$ cat src/rtl/stim_sig_harness.sv
// stim_sig_harness
// ----------------
// Stimulus sequencer and response compactor for differential fuzzing.
// A seeded xorshift64 generator produces one vector per run step. Each vector
// is held on 'stim' for HOLD clocks. On the final hold clock the DUT
// response is folded into a 32-bit CRC-style signature. At the end of a run
// the signature is compared against 'golden'.
//
// Optional feature macro: STIM_GAP_EN
//   defined   -> GAP zero-vector clocks follow every vector except the last
//   undefined -> vectors are driven back to back; GAP is ignored
//
// Ports
//   clk        in   clock, rising edge
//   rst        in   synchronous active-high reset
//   start      in   begin a run (honoured in IDLE and DONE only)
//   abort      in   terminate the run, return to IDLE
//   seed       in   64-bit generator seed, latched on an accepted start
//   golden     in   expected 32-bit signature
//   resp       in   DUT response (RESP_W bits)
//   stim       out  DUT input vector (STIM_W bits), 0 outside DRIVE
//   busy       out  high in DRIVE and GAP
//   vec_idx    out  index of the current vector
//   cap_valid  out  high during the clock whose closing edge captures resp
//   sig        out  running signature
//   done       out  high in DONE
//   pass       out  high in DONE when sig == golden
module stim_sig_harness #(
  parameter int STIM_W = 68,
  parameter int RESP_W = 117,
  parameter int NVEC   = 32,
  parameter int HOLD   = 2,
  parameter int GAP    = 1
) (
  input  logic              clk,
  input  logic              rst,
  input  logic              start,
  input  logic              abort,
  input  logic [63:0]       seed,
  input  logic [31:0]       golden,
  input  logic [RESP_W-1:0] resp,
  output logic [STIM_W-1:0] stim,
  output logic              busy,
  output logic [7:0]        vec_idx,
  output logic              cap_valid,
  output logic [31:0]       sig,
  output logic              done,
  output logic              pass
);

  localparam int          HOLD_W    = (HOLD > 1) ? $clog2(HOLD) : 1;
  localparam int          RESP_CH   = (RESP_W + 31) / 32;
  localparam logic [7:0]  VEC_LAST  = 8'(NVEC - 1);
  localparam logic [63:0] SEED_ALT  = 64'h9E3779B97F4A7C15;
  localparam logic [31:0] CRC_POLY  = 32'h04C11DB7;

`ifdef STIM_GAP_EN
  localparam int GAP_W = (GAP > 1) ? $clog2(GAP) : 1;

  typedef enum logic [1:0] {
    StIdle  = 2'd0,
    StDrive = 2'd1,
    StGap   = 2'd2,
    StDone  = 2'd3
  } state_t;
`else
  typedef enum logic [1:0] {
    StIdle  = 2'd0,
    StDrive = 2'd1,
    StDone  = 2'd3
  } state_t;
`endif

  state_t              state_q;
  logic [63:0]         genState_q;
  logic [31:0]         sig_q;
  logic [7:0]          vecIdx_q;
  logic [HOLD_W-1:0]   holdCnt_q;
`ifdef STIM_GAP_EN
  logic [GAP_W-1:0]    gapCnt_q;
`endif

  logic [63:0]         genStep1;
  logic [63:0]         genStep2;
  logic [63:0]         genState_d;
  logic [31:0]         sig_d;
  logic [31:0]         respFold;
  logic [RESP_CH*32-1:0] respExt;
  logic [STIM_W-1:0]   stimVec;
  logic                lastHold;

  // Fold the response into 32 bits by XOR-ing every 32-bit chunk of the
  // zero-extended response together.
  always_comb begin
    respExt = '0;
    respExt[RESP_W-1:0] = resp;
    respFold = '0;
    for (int c = 0; c < RESP_CH; c++) begin
      respFold = respFold ^ respExt[c*32 +: 32];
    end
  end

  // xorshift64 successor of the generator and the next signature value;
  // both are only committed on the final hold clock of a vector.
  assign genStep1   = genState_q ^ (genState_q << 13);
  assign genStep2   = genStep1 ^ (genStep1 >> 7);
  assign genState_d = genStep2 ^ (genStep2 << 17);
  assign sig_d      = {sig_q[30:0], 1'b0} ^ (sig_q[31] ? CRC_POLY : 32'h0) ^ respFold;

  // The vector is the generator state repeated as often as needed to fill
  // STIM_W bits, taking the low bits first.
  always_comb begin
    stimVec = '0;
    for (int i = 0; i < STIM_W; i++) begin
      stimVec[i] = genState_q[i % 64];
    end
  end

  assign lastHold = (state_q == StDrive) && (holdCnt_q == HOLD_W'(HOLD - 1));

  // Outputs are decoded from registered state only, so resp never reaches
  // sig combinationally and pass depends on sig and golden alone.
  assign stim      = (state_q == StDrive) ? stimVec : '0;
`ifdef STIM_GAP_EN
  assign busy      = (state_q == StDrive) || (state_q == StGap);
`else
  assign busy      = (state_q == StDrive);
`endif
  assign cap_valid = lastHold;
  assign vec_idx   = vecIdx_q;
  assign sig       = sig_q;
  assign done      = (state_q == StDone);
  assign pass      = done && (sig_q == golden);

  // Run sequencer. Priority is rst, then abort, then the per-state work.
  // Abort keeps sig and vec_idx so a stopped run can still be inspected.
  always_ff @(posedge clk) begin
    if (rst) begin
      state_q    <= StIdle;
      genState_q <= '0;
      sig_q      <= '0;
      vecIdx_q   <= '0;
      holdCnt_q  <= '0;
`ifdef STIM_GAP_EN
      gapCnt_q   <= '0;
`endif
    end else if (abort) begin
      state_q    <= StIdle;
      holdCnt_q  <= '0;
`ifdef STIM_GAP_EN
      gapCnt_q   <= '0;
`endif
    end else begin
      case (state_q)
        StIdle, StDone: begin
          if (start) begin
            state_q    <= StDrive;
            genState_q <= (seed == 64'h0) ? SEED_ALT : seed;
            sig_q      <= '0;
            vecIdx_q   <= '0;
            holdCnt_q  <= '0;
          end
        end
        StDrive: begin
          if (lastHold) begin
            sig_q      <= sig_d;
            genState_q <= genState_d;
            holdCnt_q  <= '0;
            if (vecIdx_q == VEC_LAST) begin
              state_q <= StDone;
            end else begin
              vecIdx_q <= vecIdx_q + 8'd1;
`ifdef STIM_GAP_EN
              state_q  <= StGap;
              gapCnt_q <= '0;
`endif
            end
          end else begin
            holdCnt_q <= holdCnt_q + HOLD_W'(1);
          end
        end
`ifdef STIM_GAP_EN
        StGap: begin
          if (gapCnt_q == GAP_W'(GAP - 1)) begin
            state_q  <= StDrive;
            gapCnt_q <= '0;
          end else begin
            gapCnt_q <= gapCnt_q + GAP_W'(1);
          end
        end
`endif
        default: state_q <= StIdle;
      endcase
    end
  end

endmodule
$ cat config.mk
export PLATFORM = sky130hd
export DESIGN_NAME = stim_sig_harness
export DESIGN_NICKNAME = d
export VERILOG_FILES = /design/src/rtl/stim_sig_harness.sv
export SDC_FILE = /design/constraint.sdc
export NUM_CORES = 1
export LEC_CHECK = 0
export CORE_UTILIZATION = 24
export CTS_CLUSTER_SIZE = 14
export DETAILED_ROUTE_END_ITERATION = 10
export DONT_BUFFER_PORTS = 1
export PLACE_DENSITY_LB_ADDON = 0.2
export SKIP_LAST_GASP = 1
export SLEW_MARGIN = 20
export SYNTH_ARGS = -nofsm -noshare
export SYNTH_HDL_FRONTEND = slang
export SYNTH_SLANG_ARGS = --single-unit
$ cat constraint.sdc
create_clock -name clk -period 2.99 [get_ports clk]
set_input_delay 0.598 -clock clk [delete_from_list [all_inputs] [get_ports clk]]
set_output_delay 0.598 -clock clk [all_outputs]
set_load 0.02 [all_outputs]
# Yosys cells after proc, flatten, opt, wreduce, memory -nomap -nowiden
# Cells that the tools add are included.
[word_totals]
ff_bits = 107
inputBits = 217
out_inout_bits = 112
elab_cells = 55
[classes]
addsub = 2
eq_ne = 8
n_mux = 20
n_bitwise = 9
n_reduce_logical = 11
[ops]
columns = ["cell", "n"]
rows = [
  ["$mux W64", 3],
  ["$pmux W64 S2", 1],
  ["$xor A64 B64 Y64", 2],
  ["$xor A32 B32 Y32", 3],
  ["$mux W68", 1],
  ["$logic_not A64 Y1", 1],
  ["$mux W32", 2],
  ["$pmux W32 S2", 1],
  ["$xor A64 B57 Y64", 1],
  ["$eq A32 B32 Y1", 1],
  ["$xor A32 B21 Y32", 1],
  ["$xor A32 B27 Y32", 1],
  ["$mux W27", 1],
  ["$mux W8", 3],
  ["$pmux W8 S2", 1],
  ["$add A8 B1 Y8 const B", 1],
  ["$eq A8 B5 Y1 const B", 1],
  ["$mux W2", 3],
  ["$reduce_and A5 Y1", 1],
  ["$ne A2 B1 Y1 const B", 2],
  ["$ne A2 B2 Y1 const B", 2],
  ["$pmux W2 S2", 1],
  ["$reduce_and A4 Y1", 1],
  ["$reduce_or A2 Y1", 2],
  ["other kinds (11)", 13],
]

# Depth between registers and ports, before layout
# Gate-level depths: netlist (run 1).
[logic_depth]
ltp_word = 6
mapped_depth = 10
depth_no_buf = 7

# Worst setup path after synthesis (run 1)
# OpenSTA, ideal clock, no wires.
[synth_path]
kind = "register to output"
from = "register state_q[1]"
to = "output stim[57]"
arrival_time_ns = 1.935
required_ns = 2.392
setup_slack_ns = 0.457
path_stages_with_launch = 9
path_buffers = 4
path_cell_list = "dfxtp_1 -> inv_1 -> ha_1 -> buf_6 -> inv_2 -> clkbuf_1 -> clkbuf_1 -> buf_1 -> nor2_1"
[synth_between]
elab_chain_cells = 2
[synth_lines]
columns = ["element", "line", "text"]
rows = [
  ["from (decl)", "74", "state_t state_q;"],
  ["from (signal assigned)", "139", "state_q <= StIdle;"],
  ["from (signal assigned)", "148", "state_q <= StIdle;"],
  ["from (signal assigned)", "157", "state_q <= StDrive;"],
  ["$eq A2 B1 Y1", "n/a", ""],
  ["net busy", "43", "output logic busy,"],
  ["$mux W68", "123", "assign stim = (state_q == StDrive) ? stimVec : '0;"],
  ["to (decl)", "42", "output logic [STIM_W-1:0] stim,"],
]
# The timed path passes the listed nets, and every way through them passes these cells.

# Worst setup path after layout (run 1)
[layout_path]
from = "register sig_q[8], in the netlist sig[8]"
to = "output pass"
[layout_between]
elab_chain_cells = 2
[layout_lines]
columns = ["element", "line", "text"]
rows = [
  ["from (decl)", "76", "logic [31:0] sig_q;"],
  ["from (signal assigned)", "166", "sig_q <= sig_d;"],
  ["$eq A32 B32 Y1", "133", "assign pass = done && (sig_q == golden);"],
  ["$logic_and A1 B1 Y1", "133", ""],
  ["to (decl)", "48", "output logic pass"],
]
# Every way passes these cells.

==> key figures, run 1 <==
Outcome
  • Status: completed

Clocking
  • CTS root buffer: clkbuf_16
  • Worst skew pair latency: 0.38 ns
  • Setup Buffers After CTS: 0
  • Clock buffer depth: 2
  • Inserted Clock Buffers: 9
  • CTS H-Tree Depth: 3
  • TritonCTS clock tree: yes
  • Cts hold-fix bufs: 0
  • Worst-path clk slew: 0.08 ns
  • Sink Count: 107

Timing
  • Max Fclk: 0.354 GHz
  • Max-slew headroom: 54.2%
  • Fin. Hold Viols: 0
  • Fin Clk Skew: 0.0151 ns
  • Final setup viols: 0
  • Max Slew Vio Count: 0
  • Crit share post-route: 94.6%
  • Fin crit period: 2.83 ns
  • Setup TNS: 0 ns
  • RSZ-0062 raised after global routing: no
  • Slew @ Worst Pin: 0.683 ns

Job
  • Max Cap Viol: 0

Floorplan
  • Die W: 188 um
  • Initial core utilization: 24.6%
  • Die height: 188 um
  • IO Count: 329
  • Total die area: 35400 sq um
  • Core area: 33800 sq um
  • Core Rows: 67

Synthesis
  • Share of the synthesized area in the top cell type: 27.7%
  • Area of the mapped netlist: 8320 sq um
  • Syn Inst Count: 979
  • Post-synthesis xor/xnor area fraction: 33.6%
  • Synth Area in Compound Gates: 17.6%
  • Seq/Total Area, Yosys: 25.8%
  • Syn nets: 1200
  • Largest family of logic cells by synthesized area: XOR/XNOR gates
  • Library cells used by synthesis: 55
  • Post-synthesis mux area share: 0.120%
  • Simple-gate share of the synthesized area: 17.0%
  • Post-synth ARST share: 0%
  • Adder-Cell Fraction of Synth Area: 0.602%
  • Register bit total from synthesis: 107
  • Mapped Avg Cell Area: 8.50 sq um
  • Top post-synthesis cells by area: xnor2_1 (28%), dfxtp_1 (26%), xor2_1 (4.9%)
  • Yosys warnings: 0
  • Largest area contributor in the netlist: xnor2_1
  • Main flop type after synthesis: dfxtp_1
  • EDFF count, synth: 0

Power
  • PwrDens: 492 nW/um^2
  • Sequential share of power: 36.1%
  • Logic pwr share: 33.6%
  • Internal power: 2.99 mW
  • Leakage: 3.07 nW
  • Worst ir drop on vdd: 0.271 mV
  • P_sw: 1.61 mW
  • Final Power: 4.59 mW
  • Clock share of power: 30.3%
  • Switching portion of total power: 35.0%

Route
  • Via count: 7070
  • DRC viols: 0
  • 1st-iter DRT viols: 476
  • DRT Pass-1 Iters: 5
  • Via density: 5.01
  • Wire length on met1: 13.1 mm
  • Routed length on met2: 15.9 mm
  • Final antenna-violating net count: 0
  • Top Metal Used: met4
  • Routed Wire Length: 32.4 mm
  • Length of routed met3 wiring: 2.52 mm
  • WL/cell: 22.9 um

Global route
  • Vias in the first global route: 7050
  • Largest net degree at the start of global routing: 105
  • GRT Total Usage: 18.1%
  • First-pass GRT wire length: 47.3 mm
  • GR Overflow Total: 0
  • Initial antenna violation count: 0

Layout
  • Share of cells above drive strength 1: 9.85%
  • Finished Layout Cells: 1412
  • Fill cell count: 3679
  • Layout area overhead: 12.3%
  • Most common cell after layout, fill and taps aside: xnor2_1
  • Commonest cells after routing, fill and taps aside: xnor2_1 (258), dfxtp_1 (102), nor2_1 (77), and2_1 (58), xor2_1 (47)
  • Diodes inserted: 0
  • Final nets: 1180
  • Design area: 9340 sq um

Critical path
  • Slowest stage delay, CP: 0.60 ns
  • Slowest CP cell: dfxtp_1
  • Most frequent cell on the critical path: nand4_1
  • Buf/Inv on CP: 1
  • Crit-path cells: xnor2_2, nand4_1, nor4_4, nand4_1, nor4_1, buf_4
  • Largest delay share family, worst path: simple AND/OR/NAND/NOR gates
  • Worst setup SP type: register
  • Worst EP arrival: 2.23 ns
  • Critical path endpoint category: primary output
  • Crit-path max FO: 4
  • Critical Path RT: 2.39 ns
  • CP Class: register to primary output

Place
  • DPL Wire Length: 24.8 mm
  • GP Congestion: 0.834
  • DP Area: 8940 sq um
  • Port bufs: 0
  • DP Cell Count: 1396

Hold path
  • Worst hold path class: input port to register
==> cell usage after synthesis (4+ instances only) <==
cell	instances
dfxtp_1	107
nand4_1	11
o21a_1	12
nand2_1	20
xor2_1	47
xnor2_1	263
buf_6	7
clkbuf_1	39
nor4_1	20
o21ai_0	19
nor2b_1	5
a211oi_1	16
a21oi_1	44
buf_4	7
nand3_1	32
a31oi_1	4
o221a_2	7
o211a_1	6
a22oi_1	33
nor2_1	77
a221oi_2	10
nor3_1	16
ha_1	4
inv_1	16
buf_2	16
o21ai_1	12
and2_1	58
o221a_1	7
and3_1	10
o31a_1	12
==> flip-flops by register name, indices dropped and copies added, names as in the netlist <==
| signal | cells |
|---|---|
| sig | 32 |
| state_q | 2 |
| genState_q | 64 |
| vec_idx | 8 |
| holdCnt_q | 1 |
==> final timing paths <==
path	startpoint	end	slack, ns	cells past startpoint
max	sig[8]	pass	0.16	6
min	rst	sig[3]	0.29	1
max reg2reg	state_q[0]	genState_q[59]	0.51	8
min reg2reg	genState_q[63]	genState_q[63]	0.50	2
==> kinds of logic after synthesis <==
group,Yosys count
xor gates and xnor gates,314
and+or+nand+nor,266
AOI/OAI and AO/OA,197
DFF,107
buffers and inverters,90
adders and majority gates,4
muxes,1
==> repair_timing <==
| action | CTS | global route |
|---|---|---|
| endpoints found under the setup margin | 1 | 1 |
| gates resized for setup | 11 | 3 |
| pin swaps | 0 | 0 |
==> through the flow <==
stage          hold slack [ns]  setup WS, ns  utilization [%]
2_1_floorplan            0.457         0.457                -
3_3_place_gp             0.488        -0.239             26.5
3_5_place_dp             0.486        -0.183             26.5
4_1_cts                  0.280        0.0338             27.6
5_1_grt                  0.263        0.0202             27.6
6_report                 0.293         0.161             27.6
==> worst register-to-register path: cells and delay by family (launching register included) <==
kind	cells	cell delay [ns]
and+or+nand+nor	3	0.90
DFF	1	0.43
AOI/OAI and AO/OA	2	0.37
adders and majority gates	1	0.35
buffers and inverters	2	0.34
==> routing by layer <==
metal | vias up | track usage [%]
met5 | - | 0
met4 | 0 | 6.57
met3 | 38 | 4.77
met2 | 295 | 30.8
met1 | 3412 | 21.8
li1 | 3325 | -
==> power by group through the flow <==
| stage | Clock, mW | Combinational (mW) | Sequential (mW) |
|---|---|---|---|
| 2_1_floorplan | 0 | 1.30 | 1.62 |
| 3_3_place_gp | 0 | 1.54 | 1.69 |
| 3_5_place_dp | 0 | 1.55 | 1.69 |
| 4_1_cts | 1.43 | 1.56 | 1.66 |
| 5_1_grt | 1.49 | 1.69 | 1.67 |
| 6_report | 1.39 | 1.54 | 1.66 |
==> cell type report <==
cell class	instances	area (sq um)	area share, %
tap	448	561	6.00
clock inverter	7	97.6	1.05
clock buffer	9	225	2.41
inverter	18	67.6	0.724
multi-input combinational	782	5830	62.4
sequential	107	2150	23.0
timing repair buffer	41	408	4.37
(Power assumes the default switching activity.)
==> run 2, diff against run 1 <==
Settings changed: PLACE_DENSITY_LB_ADDON 0.2 to 0.05.
==> run 2 against run 1 <==
Global-route usage grew 1.8 points. Critical path depth increased by 1. Combinational power is 3% higher. Clock power is 3% lower. Utilization increased by 0.21 points. Sequential power barely moved. Sequential share of layout area decreased by 0.25 points. Sequential cell count did not move. First-iteration DRC count fell by 14%. Cell area rose by 0.76%. Fmax grew 1.6%.
==> key figures, run 2 (synthesized netlist as in run 1, its figures left out) <==
Power
  • Switching portion of total power: 35.8% (+0.87 points)
  • Clock share of power: 29.4% (-0.9 points)
  • Sequential share of power: 36.0% (about the same)
  • Internal power: 2.95 mW (-1.2%)
  • PwrDens: 489 nW/um^2 (-0.59%)
  • P_sw: 1.65 mW (+2.7%)
  • Leakage: 3.15 nW (+2.3%)
  • Worst ir drop on vdd: 0.292 mV (+7.9%)
  • Logic pwr share: 34.6% (+1.0 points)

Layout
  • Max FFs per register: 64 (unchanged)
  • Most flops, register: genState_q
  • Final Util: 27.9% (+0.21 points)
  • Commonest cells after routing, fill and taps aside: xnor2_1 (262), dfxtp_1 (106), nor2_1 (77), buf_4 (59), and2_1 (58)
  • Fill cell count: 3716 (+1.0%)
  • Most common cell after layout, fill and taps aside: xnor2_1
  • Layout area overhead: 13.1%
  • Finished Layout Cells: 1436 (+1.7%)
  • Share of cells above drive strength 1: 11.1% (+1.3 points)
  • Final nets: 1203 (+1.9%)

Critical path
  • Worst r2r src: state_q[0]
  • Critical path endpoint category: primary output
  • R2R cell count: 8 (unchanged)
  • RR Endpoint: genState_q[36]
  • Crit path from: sig[3]
  • Worst EP arrival: 2.19 ns (-0.04 ns)
  • Worst setup SP type: register
  • Crit-path max FO: 2 (-2)
  • CP Class: register to primary output
  • Reg2Reg Setup Slack: 0.39 ns (-0.12 ns)
  • Critical Path RT: 2.39 ns (about the same)

Clocking
  • Cts hold-fix bufs: 0 (unchanged)
  • Clock buffer depth: 2 (unchanged)
  • Worst-path clk slew: 0.08 ns (about the same)
  • CTS H-Tree Depth: 3 (unchanged)
  • TritonCTS clock tree: yes
  • Sink Count: 107 (unchanged)
  • CTS root buffer: clkbuf_16
  • Inserted Clock Buffers: 9 (unchanged)
  • Worst skew pair latency: 0.38 ns (about the same)

Timing
  • Setup TNS: 0 ns (unchanged)
  • Setup WS post-layout: 0.206 ns (+0.0446 ns)
  • Max-slew headroom: 49.4% (-4.8 points)
  • Crit share post-route: 93.1% (-1.5 points)
  • Fin crit period: 2.78 ns (-0.0446 ns)
  • Max Fclk: 0.359 GHz (+1.6%)
  • Max Slew Vio Count: 0 (unchanged)
  • RSZ-0062 raised after global routing: no
  • Slew @ Worst Pin: 0.754 ns (+0.0713 ns)
  • Fin. Hold Viols: 0 (unchanged)
  • Fin Clk Skew: 0.00668 ns (-0.00842 ns)
  • Final setup viols: 0 (unchanged)

Route
  • DRC viols: 0 (unchanged)
  • Wire length on met1: 14.2 mm (+8.4%)
  • Final antenna-violating net count: 0 (unchanged)
  • 1st-iter DRT viols: 411 (-14%)
  • Length of routed met3 wiring: 2.37 mm (-6.1%)
  • WL/cell: 24.7 um (+7.9%)
  • DRT Pass-1 Iters: 5 (unchanged)
  • Top Metal Used: met4
  • Via count: 7018 (-0.74%)
  • Via density: 4.89 (-2.4%)
  • Routed Wire Length: 35.5 mm (+9.8%)
  • Routed length on met2: 18.3 mm (+16%)

Global route
  • Vias in the first global route: 7337 (+4.1%)
  • First-pass GRT wire length: 51.0 mm (+7.7%)
  • Initial antenna violation count: 0 (unchanged)
  • GR Overflow Total: 0 (unchanged)
  • GRT Total Usage: 19.9% (+1.8 points)
  • Largest net degree at the start of global routing: 108 (+2.9%)

Hold path
  • Hold endpoint: state_q[0]
  • Worst hold path class: input port to register
  • Hold Path Stages: 1 (unchanged)
  • HP Start: abort

Floorplan
  • Die height: 188 um (unchanged)
  • Initial core utilization: 24.6% (unchanged)
  • IO Count: 329 (unchanged)
  • Total die area: 35400 sq um (unchanged)
  • Die W: 188 um (unchanged)
  • Core area: 33800 sq um (unchanged)
  • Core Rows: 67 (unchanged)

Place
  • DPL Wire Length: 27.6 mm (+11%)
  • DP Cell Count: 1419 (+1.6%)
  • DP Worst Slack: 0.141 ns (+0.324 ns)
  • GP Congestion: 0.854 (+2.4%)
  • Port bufs: 0 (unchanged)

Job
  • Max Cap Viol: 0 (unchanged)

Outcome
  • Status: completed
==> run 2: cell count changes in the layout (fill, tap and decap cells not counted), moves of 2 or more <==
cell      before  now
buf_4         33   59
dfxtp_1      102  106
xnor2_1      258  262
buf_12         8    5
dfxtp_2        4    1
xnor2_2        4    1
clkbuf_8       0    2
inv_6          2    0
==> run 2: final cells by class <==
class | instances | area [sq um] | share of cell area [%]
clock inverters | 5 | 61.3 | 0.652
repair buffers | 64 | 543 | 5.77
multi-input cells | 782 | 5780 | 61.4
well taps | 448 | 561 | 5.96
inverters | 18 | 67.6 | 0.718
clock buffers | 11 | 253 | 2.69
flip-flops and latches | 107 | 2140 | 22.8
diodes | 1 | 2.50 | 0.0266
==> run 2: worst max path at each step <==
stage,slack [ns],endpoint,depth (start not counted)
after detailed placement,0.14,pass,6
after CTS,0.03,pass,6
after global placement,0.08,pass,6
final,0.21,pass,7
after global routing,0.03,pass,7
after floorplan,0.46,stim[57],8
==> run 2: routing by layer <==
layer  global-route usage, %  up-vias
met5                       0        -
met4                    4.75        0
met3                    5.24       31
met2                    35.8      293
met1                    23.3     3323
li1                        -     3371
==> run 2: what timing repair did <==
action,in CTS,in global routing
hold endpoints to repair,0,0
setup buffers,0,0
resized for setup,1,2
setup endpoints to repair,1,1
pin swaps,0,0
==> run 2: power groups by stage <==
stage / Combinational [mW] / Clock [mW] / Sequential, mW
6_report: 1.59 / 1.35 / 1.65
5_1_grt: 1.75 / 1.45 / 1.67
4_1_cts: 1.62 / 1.41 / 1.66
3_5_place_dp: 1.61 / 0 / 1.69
3_3_place_gp: 1.62 / 0 / 1.69
2_1_floorplan: 1.30 / 0 / 1.62
==> run 2: critical path, stage by stage (launching register included) <==
cell and delay [ns]:
dfxtp_1 0.32, xnor2_1 0.16, buf_4 0.15, nand4_1 0.12, nor4_1 0.31, nand4_1 0.15
nor4_2 0.39, buf_4 0.21
==> run 2: metrics by stage <==
step / instance area (sq um) / hold slack [ns] / total power, mW
floorplan: 8320 / 0.457 / 2.92
global placement: 9080 / 0.488 / 3.31
detailed placement: 9080 / 0.491 / 3.30
CTS: 9400 / 0.271 / 4.68
global route: 9410 / 0.272 / 4.86
finish: 9410 / 0.291 / 4.60
==> run 3, diff against run 2 <==
Settings changed: CORE_AREA from default to 2 2 128 130, CORE_UTILIZATION 24 to default, DIE_AREA from default to 0 0 130 132.
==> run 3 against run 2 <==
Largest cell class unchanged. Routed wire length fell by 19%. Worst hold slack gained 0.020 ns. Fmax fell by 1.8%. Clock-buffer cell count did not move. Non-clock buffer count shrank 33. Sequential cell count is the same. Total power shrank 3.9%. Via count up 3.4%. Die area shrank 52%. Register-to-register slack is essentially flat.
==> key figures, run 3 (synthesized netlist as in run 1, its figures left out) <==
Outcome
  • Status: completed

Route
  • Final antenna-violating net count: 0 (unchanged)
  • 1st-iter DRT viols: 498 (+21%)
  • Top Metal Used: met4
  • WL/cell: 24.5 um (-0.84%)
  • Length of routed met3 wiring: 2.02 mm (-15%)
  • Wire length on met1: 10.7 mm (-24%)
  • DRC viols: 0 (unchanged)
  • Via density: 6.21 (+27%)
  • DRT Pass-1 Iters: 4 (-1)
  • Routed length on met2: 14.6 mm (-20%)
  • Routed Wire Length: 28.7 mm (-19%)
  • Via count: 7255 (+3.4%)

Critical path
  • Critical Path RT: 2.39 ns (about the same)
  • Crit-path cells: buf_4, xnor2_1, nand4_1, nor4_2, nand4_1, nor4_1, buf_4
  • CP Class: register to primary output
  • Critical path endpoint category: primary output
  • Crit-path max FO: 4 (+2)
  • Slowest stage delay, CP: 0.36 ns (-0.03 ns)
  • Worst EP arrival: 2.24 ns (+0.05 ns)
  • Slowest CP cell: nor4_2
  • Worst setup SP type: register

Layout
  • Max FFs per register: 64 (unchanged)
  • Multi-input gate area: 5770 sq um (-0.13%)
  • Most common cell after layout, fill and taps aside: xnor2_1
  • Most flops, register: genState_q
  • Final nets: 1170 (-2.7%)
  • Layout area overhead: 5.90%
  • Diodes inserted: 0 (-1)
  • Storage cell area: 2140 sq um (about the same)
  • Share of cells above drive strength 1: 7.67% (-3.5 points)
  • Fill cell count: 1463 (-61%)
  • Design area: 8810 sq um (-6.4%)
  • Finished Layout Cells: 1168 (-19%)
  • Commonest cells after routing, fill and taps aside: xnor2_1 (263), dfxtp_1 (107), nor2_1 (77), and2_1 (58), xor2_1 (47)

Clocking
  • Setup Buffers After CTS: 0 (unchanged)
  • Clock buffer depth: 2 (unchanged)
  • Worst skew pair latency: 0.36 ns (-0.02 ns)
  • Worst-path clk slew: 0.07 ns (about the same)
  • Sink Count: 107 (unchanged)
  • CTS H-Tree Depth: 3 (unchanged)
  • CTS root buffer: clkbuf_16
  • Cts hold-fix bufs: 0 (unchanged)
  • TritonCTS clock tree: yes
  • Inserted Clock Buffers: 9 (unchanged)

Place
  • DP Worst Slack: 0.300 ns (+0.159 ns)
  • DP Cell Count: 1154 (-19%)
  • GP Congestion: 0.885 (+3.7%)
  • DP Area: 8500 sq um (-6.3%)
  • Port bufs: 0 (unchanged)
  • DPL Wire Length: 22.0 mm (-20%)

Floorplan
  • Core Rows: 46 (-31%)
  • Initial core utilization: 52.9% (+28 points)
  • Core area: 15700 sq um (-53%)
  • Die height: 132 um (-30%)
  • Die W: 130 um (-31%)
  • Total die area: 17200 sq um (-52%)
  • IO Count: 329 (unchanged)

Power
  • Sequential share of power: 37.5% (+1.5 points)
  • Logic pwr share: 34.1% (-0.5 points)
  • Leakage: 2.96 nW (-6.0%)
  • P_sw: 1.50 mW (-8.9%)
  • Switching portion of total power: 34.0% (-1.8 points)
  • PwrDens: 502 nW/um^2 (+2.6%)
  • Internal power: 2.92 mW (-1.2%)
  • Clock share of power: 28.4% (-1.0 points)
  • Worst ir drop on vdd: 0.326 mV (+12%)

Timing
  • Setup TNS: 0 ns (unchanged)
  • Max Slew Vio Count: 0 (unchanged)
  • Setup WS post-layout: 0.156 ns (-0.0502 ns)
  • Final setup viols: 0 (unchanged)
  • Crit share post-route: 94.8% (+1.7 points)
  • Fin. Hold Viols: 0 (unchanged)
  • Max Fclk: 0.353 GHz (-1.8%)
  • Hold WS: 0.311 ns (+0.0200 ns)
  • Fin crit period: 2.83 ns (+0.0502 ns)
  • Fin Clk Skew: 0.00666 ns (-0.0000282 ns)
  • Slew @ Worst Pin: 0.643 ns (-0.111 ns)
  • RSZ-0062 raised after global routing: no
  • Max-slew headroom: 56.9% (+7.4 points)

Global route
  • Initial antenna violation count: 0 (unchanged)
  • First-pass GRT wire length: 42.0 mm (-18%)
  • GR Overflow Total: 0 (unchanged)
  • Vias in the first global route: 7010 (-4.5%)
  • GRT Total Usage: 32.1% (+12 points)
  • Largest net degree at the start of global routing: 93 (-14%)

Hold path
  • Worst hold path class: input port to register

Job
  • Max Cap Viol: 0 (unchanged)
[run 3: cell count changes in the layout (fill, tap and decap cells not counted), sizes merged]
| cell | previous run | this run |
|---|---|---|
| buf | 64 | 31 |
| clkinvlp | 3 | 0 |
| diode | 1 | 0 |
| inv | 17 | 18 |
[run 3: path summary, 6_finish.rpt]
| check | slack [ns] | endpoint | depth (start not counted) | from |
|---|---|---|---|---|
| worst max-delay path | 0.16 | pass | 7 | sig[30] |
| worst min-delay path | 0.31 | sig[19] | 1 | rst |
| worst max register to register | 0.38 | genState_q[59] | 8 | state_q[0] |
| worst min register to register | 0.50 | genState_q[58] | 2 | genState_q[58] |
[run 3: cell type report]
cell class	instances	area share (%)
clock buffer	11	2.87
clock inverter	3	0.540
sequential	107	24.3
multi-input combinational	782	65.5
inverter	18	0.767
tap	216	3.07
timing repair buffer	31	2.93
[run 3: routing by layer]
metal	vias up	global-route usage, %
met5	-	0
met4	0	15.3
met3	74	5.44
met2	386	57.2
met1	3486	36.8
li1	3309	-
[run 3: power by group through the flow]
stage	Clock [mW]	Combinational, mW	Sequential [mW]
floorplan	0	1.30	1.62
global placement	0	1.47	1.68
detailed placement	0	1.49	1.69
CTS	1.28	1.50	1.65
global route	1.34	1.63	1.66
finish	1.26	1.51	1.66
[run 3: stage by stage]
step           utilization [%]  total power, mW
2_1_floorplan                -             2.92
4_1_cts                   56.0             4.43
6_report                  56.1             4.42
3_3_place_gp              54.1             3.15
5_1_grt                   56.1             4.63
3_5_place_dp              54.1             3.18
[run 3: worst max-delay path: cells and delay by family (launching register included)]
| family | cells | cell delay (ns) |
|---|---|---|
| xor+xnor | 1 | 0.29 |
| buf+inv | 2 | 0.36 |
| flops | 1 | 0.30 |
| simple gates | 4 | 0.94 |
[run 3: what timing repair did]
item / CTS / global route
gates resized for setup: 0 / 1
setup endpoints to repair: 0 / 1
endpoints found under the hold margin: 0 / 0
